File: src/rtl/piso_tx_sequencer_if.sv
// Handshake and register-control bundle between a word producer, the
// piso_tx_sequencer and the triple-redundant shift register below it.
// The slave modport is the sequencer's view; master is the surrounding side.
interface piso_tx_sequencer_if #(
  parameter int unsigned Width = 4
) ();
  logic [Width-1:0] data_in;
  logic             data_valid;
  logic             data_ready;
  logic             abort;
  logic             reg_enable;
  logic [1:0]       reg_mode;
  logic             reg_load;
  logic [Width-1:0] reg_parallel_in;
  logic             reg_serial_in;
  logic             reg_serial_out;
  logic             tx_bit;
  logic             tx_valid;
  logic             frame_done;

  modport slave (
    input  data_in, data_valid, abort, reg_serial_out,
    output data_ready, reg_enable, reg_mode, reg_load, reg_parallel_in,
           reg_serial_in, tx_bit, tx_valid, frame_done
  );

  modport master (
    output data_in, data_valid, abort, reg_serial_out,
    input  data_ready, reg_enable, reg_mode, reg_load, reg_parallel_in,
           reg_serial_in, tx_bit, tx_valid, frame_done
  );
endinterface

File: src/rtl/piso_tx_sequencer.sv
// Sequencer for one PISO frame through the triple-redundant shift register:
// accept a word, load it, shift it out LSB first, pulse frame_done.
// Optional feature macro: PISO_TX_SEQ_PARITY_EN appends an even-parity bit.
module piso_tx_sequencer #(
  parameter int unsigned Width = 4
) (
  input logic                 clk,
  input logic                 rst,
  piso_tx_sequencer_if.slave  bus
);

  localparam int unsigned CntW = $clog2(Width + 1);

`ifdef PISO_TX_SEQ_PARITY_EN
  typedef enum logic [2:0] {StIdle, StLoad, StShift, StParity, StDone} state_e;
`else
  typedef enum logic [2:0] {StIdle, StLoad, StShift, StDone} state_e;
`endif

  state_e            r_state, w_state_next;
  logic [CntW-1:0]   r_cnt, w_cnt_next;
  logic [Width-1:0]  r_word, w_word_next;
`ifdef PISO_TX_SEQ_PARITY_EN
  logic              r_parity, w_parity_next;
`endif

  // Register is always in PISO mode and fed zeros from the serial side.
  assign bus.reg_mode        = 2'b10;
  assign bus.reg_serial_in   = 1'b0;
  assign bus.reg_parallel_in = r_word;

  // State, bit counter, captured word and parity flops.
  always_ff @(posedge clk or posedge rst) begin
    if (rst) begin
      r_state  <= StIdle;
      r_cnt    <= '0;
      r_word   <= '0;
`ifdef PISO_TX_SEQ_PARITY_EN
      r_parity <= 1'b0;
`endif
    end else begin
      r_state  <= w_state_next;
      r_cnt    <= w_cnt_next;
      r_word   <= w_word_next;
`ifdef PISO_TX_SEQ_PARITY_EN
      r_parity <= w_parity_next;
`endif
    end
  end

  // Next-state logic and decoded outputs.
  always_comb begin
    w_state_next   = r_state;
    w_cnt_next     = r_cnt;
    w_word_next    = r_word;
`ifdef PISO_TX_SEQ_PARITY_EN
    w_parity_next  = r_parity;
`endif
    bus.data_ready = 1'b0;
    bus.reg_enable = 1'b0;
    bus.reg_load   = 1'b0;
    bus.tx_bit     = 1'b0;
    bus.tx_valid   = 1'b0;
    bus.frame_done = 1'b0;

    case (r_state)
      StIdle: begin
        bus.data_ready = 1'b1;
        // abort is ignored here, so a same-cycle accept always wins
        if (bus.data_valid) begin
          w_word_next   = bus.data_in;
`ifdef PISO_TX_SEQ_PARITY_EN
          w_parity_next = ^bus.data_in;
`endif
          w_state_next  = StLoad;
        end
      end

      StLoad: begin
        bus.reg_enable = 1'b1;
        bus.reg_load   = 1'b1;
        w_cnt_next     = '0;
        w_state_next   = bus.abort ? StIdle : StShift;
      end

      StShift: begin
        bus.reg_enable = 1'b1;
        bus.tx_valid   = 1'b1;
        bus.tx_bit     = bus.reg_serial_out;
        w_cnt_next     = r_cnt + CntW'(1);
        if (bus.abort) begin
          w_state_next = StIdle;
        end else if (r_cnt == CntW'(Width - 1)) begin
`ifdef PISO_TX_SEQ_PARITY_EN
          w_state_next = StParity;
`else
          w_state_next = StDone;
`endif
        end
      end

`ifdef PISO_TX_SEQ_PARITY_EN
      StParity: begin
        bus.tx_valid = 1'b1;
        bus.tx_bit   = r_parity;
        w_state_next = bus.abort ? StIdle : StDone;
      end
`endif

      StDone: begin
        bus.frame_done = 1'b1;
        w_state_next   = StIdle;
      end

      default: w_state_next = StIdle;
    endcase
  end

endmodule

File: src/flat_wrapper.sv
// flat-port wrapper written by rule: the top's interface ports become plain ports
module piso_tx_sequencer_flat 
#(
  parameter int unsigned Width = 4
)
  (clk, rst, bus_data_in, bus_data_valid, bus_abort, bus_reg_serial_out, bus_data_ready, bus_reg_enable, bus_reg_mode, bus_reg_load, bus_reg_parallel_in, bus_reg_serial_in, bus_tx_bit, bus_tx_valid, bus_frame_done);
  piso_tx_sequencer_if #(.Width(Width)) bus_i ();
  input logic clk;
  input logic rst;
  input wire logic [$bits(bus_i.data_in)-1:0] bus_data_in;
  input wire logic [$bits(bus_i.data_valid)-1:0] bus_data_valid;
  input wire logic [$bits(bus_i.abort)-1:0] bus_abort;
  input wire logic [$bits(bus_i.reg_serial_out)-1:0] bus_reg_serial_out;
  output wire logic [$bits(bus_i.data_ready)-1:0] bus_data_ready;
  output wire logic [$bits(bus_i.reg_enable)-1:0] bus_reg_enable;
  output wire logic [$bits(bus_i.reg_mode)-1:0] bus_reg_mode;
  output wire logic [$bits(bus_i.reg_load)-1:0] bus_reg_load;
  output wire logic [$bits(bus_i.reg_parallel_in)-1:0] bus_reg_parallel_in;
  output wire logic [$bits(bus_i.reg_serial_in)-1:0] bus_reg_serial_in;
  output wire logic [$bits(bus_i.tx_bit)-1:0] bus_tx_bit;
  output wire logic [$bits(bus_i.tx_valid)-1:0] bus_tx_valid;
  output wire logic [$bits(bus_i.frame_done)-1:0] bus_frame_done;
  assign bus_i.data_in = bus_data_in;
  assign bus_i.data_valid = bus_data_valid;
  assign bus_i.abort = bus_abort;
  assign bus_i.reg_serial_out = bus_reg_serial_out;
  assign bus_data_ready = bus_i.data_ready;
  assign bus_reg_enable = bus_i.reg_enable;
  assign bus_reg_mode = bus_i.reg_mode;
  assign bus_reg_load = bus_i.reg_load;
  assign bus_reg_parallel_in = bus_i.reg_parallel_in;
  assign bus_reg_serial_in = bus_i.reg_serial_in;
  assign bus_tx_bit = bus_i.tx_bit;
  assign bus_tx_valid = bus_i.tx_valid;
  assign bus_frame_done = bus_i.frame_done;
  piso_tx_sequencer #(.Width(Width)) u_core (.clk(clk), .rst(rst), .bus(bus_i));
endmodule
File: config.mk
export PLATFORM = sky130hd
export DESIGN_NAME = piso_tx_sequencer_flat
export DESIGN_NICKNAME = d
export VERILOG_FILES = /design/src/rtl/piso_tx_sequencer_if.sv /design/src/rtl/piso_tx_sequencer.sv /design/src/flat_wrapper.sv
export SDC_FILE = /design/constraint.sdc
export NUM_CORES = 1
export LEC_CHECK = 0
export BUFFER_PORTS_ARGS = -buffer_cell sky130_fd_sc_hd__buf_2
export CAP_MARGIN = 20
export CORE_AREA = 4 4 41 43
export DETAILED_ROUTE_END_ITERATION = 10
export DIE_AREA = 0 0 45 47
export PLACE_DENSITY = 0.68
export SKIP_CTS_REPAIR_TIMING = 1
export SLEW_MARGIN = 5
export SYNTH_ARGS = -nofsm -noshare
export SYNTH_HDL_FRONTEND = slang
export SYNTH_SLANG_ARGS = --single-unit
File: constraint.sdc
create_clock -name clk -period 1.9 [get_ports clk]
set_input_delay 0.095 -clock clk [delete_from_list [all_inputs] [get_ports clk]]
set_output_delay 0.095 -clock clk [all_outputs]
set_load 0.005 [all_outputs]
# Word-level counts from Yosys, hierarchy flattened

Index checks and enable logic that the tools add are counted.
W data, S select, Z words.

Reductions and logical operators: 5
Add/sub/neg operators: 1
Equality and inequality tests: 6
Muxes and demuxes: 12

Operators with widths:

| kind                  | count |
|---|---|
| $eq A3 B2 Y1 const B  | 3 |
| $mux W3               | 3 |
| $pmux W3 S3           | 1 |
| $mux W1               | 6 |
| $pmux W3 S2           | 1 |
| $reduce_and A2 Y1     | 2 |
| $add A3 B1 Y3 const B | 1 |
| $eq A3 B1 Y1 const B  | 1 |
| $logic_not A3 Y1      | 1 |
| $ne A3 B2 Y1 const B  | 1 |
| $mux W2               | 1 |
| $ne A2 B2 Y1 const B  | 1 |
| $reduce_bool A2 Y1    | 1 |
| $reduce_or A2 Y1      | 1 |

Output and inout port bits: 13
Register bits after elaboration: 10
Word-level logic and storage cells: 27

# Depth between registers and ports, before layout

Gate-level depths: netlist (run 1).

Word-level depth: 4
Depth in mapped cells: 5
Gate-level depth less buffers: 5

# Worst setup path before layout (run 1)

Ideal clock, no wire load.

Kind: reg2reg
Start: register u_core.r_state[0]
End: register u_core.r_state[0]
Slack: 454 ps
Setup time: 125 ps
Arrival time: 1321 ps
Stages on the path, launching flop included: 6
Path through: dfrtp_1 > inv_1 > ha_1 > nand2b_2 > a2bb2oi_2 > mux2_4

Cells in the longest elaborated chain, start to end: 3
Elaborated cells between the ends (all ways): 7

Ends and longest elaborated chain:

| element                                                | RTL line                | text |
|---|---|---|
| start: declaration                                     | piso_tx_sequencer.sv:20 | `state_e r_state, w_state_next;` |
| start signal: assignment                               | piso_tx_sequencer.sv:35 | `r_state <= StIdle;` |
| start signal: assignment                               | piso_tx_sequencer.sv:42 | `r_state <= w_state_next;` |
| $eq A3 B2 Y1 or $logic_not A3 Y1 (tied branches)       | piso_tx_sequencer.sv:66 | `case (r_state)` |
| $ne A3 B2 Y1 (no line) or $ne A2 B2 Y1 (tied branches) | n/a                     |  |
| $reduce_and A2 Y1 (no line)                            | n/a                     |  |

Parallel ways exist; a longest one is shown, timed or not.
A chain may end at the register's enable or synchronous reset.

# Worst setup path in the final report (run 1)

Ends and elaborated chain as after synthesis.

==> impl_metrics.yaml, run 1 <==
logic_synthesis:
  synth_largest_area_cell: "dfrtp_1"
  yosysSeqAreaShare: 0.423
  yosys-top-cells-area: "dfrtp_1 (42%), ha_1 (19%), mux2_2 (6.3%)"
  synth_edf_count: 0
  ys_seq_elements: 9
  synth_top_area_share: 0.423
  netlist_instances: 49
  synth_top_cells_by_count: "dfrtp_1 (9), ha_1 (8), inv_1 (8)"
  synth.most_common_cell: "dfrtp_1"
  synthFlopType: "dfrtp_1"
  ys_warn_count: 0
  syn_avg_cell_area_sq_um: 10.9
  synth_area_sq_um: 533
  ys_types: 18
  synthArstFlopShare: 1.00
place:
  dpl_cell_area_sq_um: 623
  port_buffers: 18
  dp.final_hpwl_um: 747
  gp_congestion: 0.674
min_path:
  hp-class: "in2reg"
  hold_depth: 2
sta:
  maxClockFrequency_mhz: 641
  period_needed_ns: 1.56
  period_share: 0.821
  skew_ns: 0.00186
  rsz0062_at_grt: "false"
  setup_violations: 0
  report.final.hold_viol_count: 0
  tns_ns: 0
  finalMaxSlewViolations: 0
clock_tree:
  cts.clk_slew.worst_paths_ns: 0.06
  clock_latency_ns: 0.25
  cts_tree: "built"
  cts_sinks: 9
  clock_path_buffers: 2
  cts_root_buffer: "clkbuf_4"
  htree_levels: 1
  numCtsBuffers: 3
setup_path:
  path_cells: "inv_1, ha_1, nand2b_2, a2bb2oi_2, mux2_4"
  critPathTopFamily: "flip-flops"
  required_ns: 2.04
  rr_worst_depth: 5
  arrival_ns: 1.70
  cpPeakStageDelay_ns: 0.43
  worst-path-buf-inv: 1
  crit_fanout: 7
  crit_path_end_kind: "flip-flop"
  slowest_stage: "dfrtp_1"
  path_depth: 5
  worst_setup_path_start_kind: "flip-flop"
  critPathKind: "reg2reg"
power_and_ir_drop:
  p_per_area_mw_per_mm2: 1280
  p_leak_nw: 0.364
  ir_drop_v: 0.000562
global_routing:
  grtUsageTotal: 0.111
  grt-ovfl-total: 0
  antenna_found_initial: 0
  grt_max_degree: 10
  grt_first_pass_wirelength_um: 1630
  grt_pass1_vias: 393
flow_run:
  maxCapViolCount: 0
floorplanning:
  initial_utilization: 0.410
  die_w_um: 45
  core_area_sq_mm: 0.00130
  fp-row-count: 13
  io_pins: 22
  die_y_um: 47
  die_area_sq_mm: 0.00212
route:
  first_pass_iters: 3
  drtAntennaViolNets: 0
  via_per_inst: 4.74
  vias: 403
  totalWireLength_um: 886
  routedWlPerCell_um: 10.4
  drc: 0
  drt_iter0_markers: 3
run_status:
  status: "finished clean"
cells_and_area:
  syn_to_final_growth_pct: 23.7
  final_area_sq_um: 659
  antenna-diode-count: 0
  num-fill-cells: 126
  fin_nets: 88
  drive_gt1_frac: 0.386
==> layer usage <==
| layer | global-route usage | share of wire | vias up |
|---|---|---|---|
| li1 | - | - | 195 |
| met1 | 0.101 | 0.34 | 193 |
| met2 | 0.201 | 0.55 | 13 |
| met3 | 0.0613 | 0.094 | 2 |
| met4 | 0.0526 | 0.0068 | 0 |
| met5 | 0 | 0 | - |
==> registers in the layout, indices dropped and copies added (netlist names) <==
register and cells:
u_core.bus.reg_parallel_in 4, u_core.r_cnt 3, u_core.r_state 2
==> cell usage in the layout (no fill, tap or decap), drive strengths merged <==
| master | count |
|---|---|
| dlygate4sd3 | 1 |
| o21ai | 3 |
| nand3 | 2 |
| mux2 | 5 |
| inv | 8 |
| clkbuf | 4 |
| dfrtp | 9 |
| a21oi | 1 |
| and2 | 1 |
| buf | 18 |
| o22ai | 1 |
| nand2b | 1 |
| conb | 3 |
| ha | 8 |
| nand2 | 2 |
| nor2 | 1 |
| mux2i | 1 |
| a2bb2oi | 1 |
==> cell type report <==
cell class | instances | area, sq um | share of cell area
Clock buffer | 4 | 26.3 | 0.0398
Inverter | 8 | 30.0 | 0.0455
Multi-Input combinational cell | 30 | 259 | 0.393
Sequential cell | 9 | 225 | 0.342
Tap cell | 15 | 18.8 | 0.0285
Timing Repair Buffer | 19 | 100 | 0.152
==> report_power, final <==
group	total (mW)	internal, mW	switching (mW)
clock network	0.142	0.0806	0.0615
registers	0.307	0.261	0.0460
logic	0.398	0.210	0.188
total	0.847	0.551	0.295
==> per-stage QoR <==
step / instances / hold slack, ns / setup slack (ns) / utilization / total power, mW
2_1_floorplan: 50 / -0.0771 / 0.454 / - / 0.572
3_3_place_gp: 80 / 0.0662 / 0.402 / 0.479 / 0.703
3_5_place_dp: 80 / 0.0691 / 0.352 / 0.479 / 0.716
4_1_cts: 84 / -0.212 / 0.343 / 0.499 / 0.865
5_1_grt: 85 / 0.0592 / 0.258 / 0.507 / 0.938
6_report: 85 / 0.0518 / 0.340 / 0.507 / 0.847
==> worst paths after layout <==
kind | startpoint | endpoint | slack, ns
max | u_core.r_state[0] | u_core.r_state[0] | 0.34
min | bus_data_in[2] | u_core.bus.reg_parallel_in[2] | 0.05
max reg2reg | u_core.r_state[0] | u_core.r_state[0] | 0.34
min reg2reg | u_core.bus.reg_parallel_in[2] | u_core.bus.reg_parallel_in[2] | 0.49
max in group asynchronous | rst | u_core.r_cnt[2] | 1.31
min in group asynchronous | rst | u_core.r_state[1] | 0.34
==> worst reg2reg max path: cells and delay by family (launching register included) <==
family	cells	cell delay, ns
AO/OA/AOI/OAI	1	0.19
adder cells (fa/ha/maj)	1	0.29
buffers and inverters	1	0.11
flip-flops	1	0.43
multiplexers	1	0.31
AND/OR/NAND/NOR	1	0.12
==> kinds of logic after synthesis <==
| kind of cell | Yosys count | share of synthesized area |
|---|---|---|
| AOI/OAI and AO/OA | 6 | 0.0774 |
| adders and majority gates | 8 | 0.188 |
| buffers and inverters | 11 | 0.0986 |
| DFF | 9 | 0.423 |
| muxes | 6 | 0.131 |
| other | 2 | 0.0141 |
| and+or+nand+nor | 7 | 0.0681 |
Power figures use the tool's default switching activity.
==> inputs of run 2 (changes only) <==
Settings changed: CORE_AREA 4 4 41 43 to unset, CORE_MARGIN set to 4, CORE_UTILIZATION set to 40, DIE_AREA 0 0 45 47 to unset, PLACE_DENSITY 0.68 to 0.71.
Clock period 1.9 ns to 1.3 ns, I/O delays scaled along.
==> impl_metrics.yaml, run 2 (synthesized netlist as in run 1, its figures left out) <==
route:
  first_pass_iters: 1
  totalWireLength_um: 1280
  vias: 435
  drc: 0
  via_per_inst: 4.53
  drtAntennaViolNets: 0
  routedWlPerCell_um: 13.3
  drt_iter0_markers: 0
sta:
  maxClockFrequency_mhz: 745
  finalMaxSlewViolations: 0
  rsz0062_at_grt: "true"
  setup_violations: 4
  setup_ws_ns: -0.0416
  skew_ns: 0.00871
  tns_ns: -0.0993
  period_share: 1.03
  report.final.hold_viol_count: 0
  period_needed_ns: 1.34
cells_and_area:
  fin_nets: 100
  drive_gt1_frac: 0.610
  antenna-diode-count: 0
  utilization: 0.742
  largest_reg_flops: 4
  final_common_cell: "buf_2"
  layout_common_cells: "buf_2 (15), dfrtp_1 (9), buf_6 (7), buf_4 (7), inv_1 (6)"
  final_area_sq_um: 880
  syn_to_final_growth_pct: 65.0
clock_tree:
  cts.clk_slew.worst_paths_ns: 0.07
  numCtsBuffers: 3
  cts_sinks: 9
  cts_root_buffer: "clkbuf_4"
  clock_path_buffers: 2
  cts_tree: "built"
  clock_latency_ns: 0.27
  htree_levels: 1
power_and_ir_drop:
  p_per_area_mw_per_mm2: 2150
  ir_drop_v: 0.00127
  p_leak_nw: 0.454
global_routing:
  grtUsageTotal: 0.127
  grt-ovfl-total: 0
  grt_max_degree: 10
  antenna_found_initial: 0
  grt_pass1_vias: 430
  grt_first_pass_wirelength_um: 1790
setup_path:
  crit_fanout: 2
  critPathKind: "reg2reg"
  crit_path_end_kind: "flip-flop"
  arrival_ns: 1.50
  critPathTopFamily: "flip-flops"
  required_ns: 1.46
  worst_setup_path_start_kind: "flip-flop"
  path_cells: "inv_2, buf_12, buf_6, ha_4, inv_1, a21oi_1, mux2_4"
  slowest_stage: "dfrtp_1"
  worst-path-buf-inv: 4
  cpPeakStageDelay_ns: 0.38
place:
  dpl_cell_area_sq_um: 698
  gp_congestion: 0.741
  port_buffers: 18
  dp.final_hpwl_um: 876
floorplanning:
  initial_utilization: 0.449
  fp-row-count: 12
  io_pins: 22
  core_area_sq_mm: 0.00119
  die_w_um: 44.5
  die_area_sq_mm: 0.00198
  die_y_um: 44.5
run_status:
  violations: "negative setup slack"
  status: "finished, violations left"
min_path:
  hp-class: "in2reg"
flow_run:
  maxCapViolCount: 0
## run 2: report_power, final
part	leakage (nW)	internal [mW]	switching, mW
clock	0.0150	0.119	0.106
combinational	0.326	0.750	0.464
sequential	0.114	0.382	0.0673
## run 2: worst reg2reg max path, delay by kind of cell, from the launching register on
kind                       cells  cell delay [ns]
buffers and inverters          4             0.39
DFF                            1             0.38
muxes                          1             0.25
adders and majority gates      1             0.15
AOI/OAI and AO/OA              1             0.06
## run 2: area by class of cell
class / count / area, sq um
Multi-Input combinational cell: 30 / 344
Inverter: 8 / 30.0
Sequential cell: 9 / 225
Fill cell: 83 / 307
Clock buffer: 4 / 26.3
Tap cell: 14 / 17.5
Timing Repair Buffer: 31 / 236
## run 2: worst paths after layout
check | from | to | slack, ns | depth (start not counted)
max in group asynchronous | rst | u_core.bus.reg_parallel_in[3] | 0.74 | 3
min in group asynchronous | rst | u_core.bus.reg_parallel_in[2] | 0.30 | 3
setup / recovery | u_core.r_state[0] | u_core.r_state[0] | -0.04 | 7
hold / removal | bus_data_in[2] | u_core.bus.reg_parallel_in[2] | 0.03 | 2
setup reg to reg | u_core.r_state[0] | u_core.r_state[0] | -0.04 | 7
hold reg to reg | u_core.bus.reg_parallel_in[1] | u_core.bus.reg_parallel_in[1] | 0.51 | 1
## run 2: stage by stage
step	power (mW)	setup slack [ns]	cells	hold slack (ns)
after floorplan	0.889	-0.0101	50	-0.107
final	1.89	-0.0416	96	0.0330
after global placement	1.19	-0.0336	85	0.0417
after CTS	1.45	-0.0597	89	-0.238
after global routing	2.02	-0.0873	96	0.0291
after detailed placement	1.22	-0.0518	85	0.0480
## run 2: routing by layer
metal | track usage | share of wire
met1 | 0.139 | 0.38
met2 | 0.215 | 0.55
met3 | 0.0610 | 0.056
met4 | 0.0361 | 0.0070
met5 | 0 | 0
==> inputs of run 3 (changes only) <==
--- a/config.mk
+++ b/config.mk
@@ -12,2 +12,3 @@
 export DETAILED_ROUTE_END_ITERATION = 10
+export GPL_TIMING_DRIVEN = 0
 export PLACE_DENSITY = 0.71
==> constraint.sdc (replaced) <==
create_clock -name clk -period 1.3 [get_ports clk]
set_input_delay 0.26 -clock clk [delete_from_list [all_inputs] [get_ports clk]]
set_output_delay 0.26 -clock clk [all_outputs]
set_load 0.005 [all_outputs]
==> impl_metrics.yaml, run 3 (synthesized netlist as in run 1, its figures left out) <==
run_status:
  status: "finished, violations left"
  violations: "negative setup slack"
clock_tree:
  cts_sinks: 9
  cts_root_buffer: "clkbuf_4"
  cts.clk_slew.worst_paths_ns: 0.07
  cts_tree: "built"
  numCtsBuffers: 3
  htree_levels: 1
  clock_latency_ns: 0.26
  clock_path_buffers: 2
sta:
  period_share: 1.12
  period_needed_ns: 1.45
  skew_ns: 0.00353
  rsz0062_at_grt: "true"
  maxClockFrequency_mhz: 688
  setup_violations: 8
  setup_ws_ns: -0.154
  report.final.hold_viol_count: 0
  finalMaxSlewViolations: 0
power_and_ir_drop:
  p_leak_nw: 0.421
  p_per_area_mw_per_mm2: 2030
  power.total_mw: 1.61
  ir_drop_v: 0.00133
setup_path:
  cpPeakStageDelay_ns: 0.43
  critPathKind: "reg2reg"
  slowest_stage: "dfrtp_2"
  worst_setup_path_start_kind: "flip-flop"
  worst-path-buf-inv: 2
  required_ns: 1.45
  path_cells: "inv_4, ha_4, buf_4, nand2b_4, a2bb2oi_4, mux2_4"
  crit_path_end_kind: "flip-flop"
  arrival_ns: 1.61
  critPathTopFamily: "flip-flops"
  crit_fanout: 5
global_routing:
  grt_pass1_vias: 380
  grtUsageTotal: 0.109
  antenna_found_initial: 0
  grt_max_degree: 10
  grt-ovfl-total: 0
  grt_first_pass_wirelength_um: 1620
floorplanning:
  initial_utilization: 0.449
  fp-row-count: 12
  die_area_sq_mm: 0.00198
  die_w_um: 44.5
  die_y_um: 44.5
  io_pins: 22
  core_area_sq_mm: 0.00119
min_path:
  hp-class: "in2reg"
cells_and_area:
  num-fill-cells: 86
  largest_reg_flops: 4
  regArea_sq_um: 228
  layout_common_cells: "buf_2 (17), buf_4 (10), dfrtp_1 (7)"
  multi_input_area_sq_um: 305
  utilization: 0.669
  syn_to_final_growth_pct: 48.8
  final_common_cell: "buf_2"
  antenna-diode-count: 0
  fin_nets: 98
  drive_gt1_frac: 0.563
route:
  routedWlPerCell_um: 11.2
  drt_iter0_markers: 3
  drtAntennaViolNets: 0
  drc: 0
  vias: 428
  first_pass_iters: 4
  via_per_inst: 4.55
  totalWireLength_um: 1050
place:
  gp_congestion: 0.761
  dp.final_hpwl_um: 793
  port_buffers: 18
flow_run:
  maxCapViolCount: 0
==> run 3: cell count changes in the layout (fill, tap and decap cells not counted), sizes merged <==
cell  previous run  this run
buf             30        28
==> run 3: report_power, final <==
group / switching (mW) / total [mW] / internal [mW] / leakage [nW]
Clock: 0.106 / 0.225 / 0.119 / 0.0150
Sequential: 0.0865 / 0.473 / 0.387 / 0.111
Combinational: 0.368 / 0.910 / 0.541 / 0.295
==> run 3: routing by layer <==
layer / vias up / GRT usage / routed length (um)
li1: 212 / - / -
met1: 199 / 0.138 / 443
met2: 15 / 0.181 / 521
met3: 2 / 0.0366 / 80
met4: 0 / 0.0181 / 6
met5: - / 0 / 0
==> run 3: final timing paths <==
check / startpoint / to / slack [ns] / depth (start not counted)
worst min-delay path: bus_data_in[2] / u_core.bus.reg_parallel_in[2] / 0.21 / 2
max in group asynchronous: rst / u_core.r_state[0] / 0.51 / 3
worst min register to register: u_core.bus.reg_parallel_in[2] / u_core.bus.reg_parallel_in[2] / 0.49 / 1
worst max register to register: u_core.r_state[0] / u_core.r_state[0] / -0.15 / 6
min in group asynchronous: rst / u_core.bus.reg_parallel_in[0] / 0.51 / 3
worst max-delay path: u_core.r_state[0] / u_core.r_state[0] / -0.15 / 6
==> run 3: area by class of cell <==
| class | count | area share |
|---|---|---|
| Buffer | 3 | 0.0284 |
| Timing Repair Buffer | 26 | 0.200 |
| Inverter | 8 | 0.0442 |
| Tap cell | 14 | 0.0221 |
| Multi-Input combinational cell | 30 | 0.385 |
| Sequential cell | 9 | 0.287 |
| Clock buffer | 4 | 0.0331 |
==> run 3: metrics by stage <==
step           area [sq um]  instances  setup TNS (ns)  setup WS (ns)  hold slack, ns
5_1_grt                 793         94           -1.08         -0.206           0.229
3_5_place_dp            676         82          -0.648         -0.128           0.240
4_1_cts                 702         86           -1.54         -0.345         -0.0391
6_report                793         94          -0.673         -0.154           0.210
2_1_floorplan           568         50         -0.0373        -0.0101          0.0879
3_3_place_gp            676         82          -0.474         -0.102           0.234
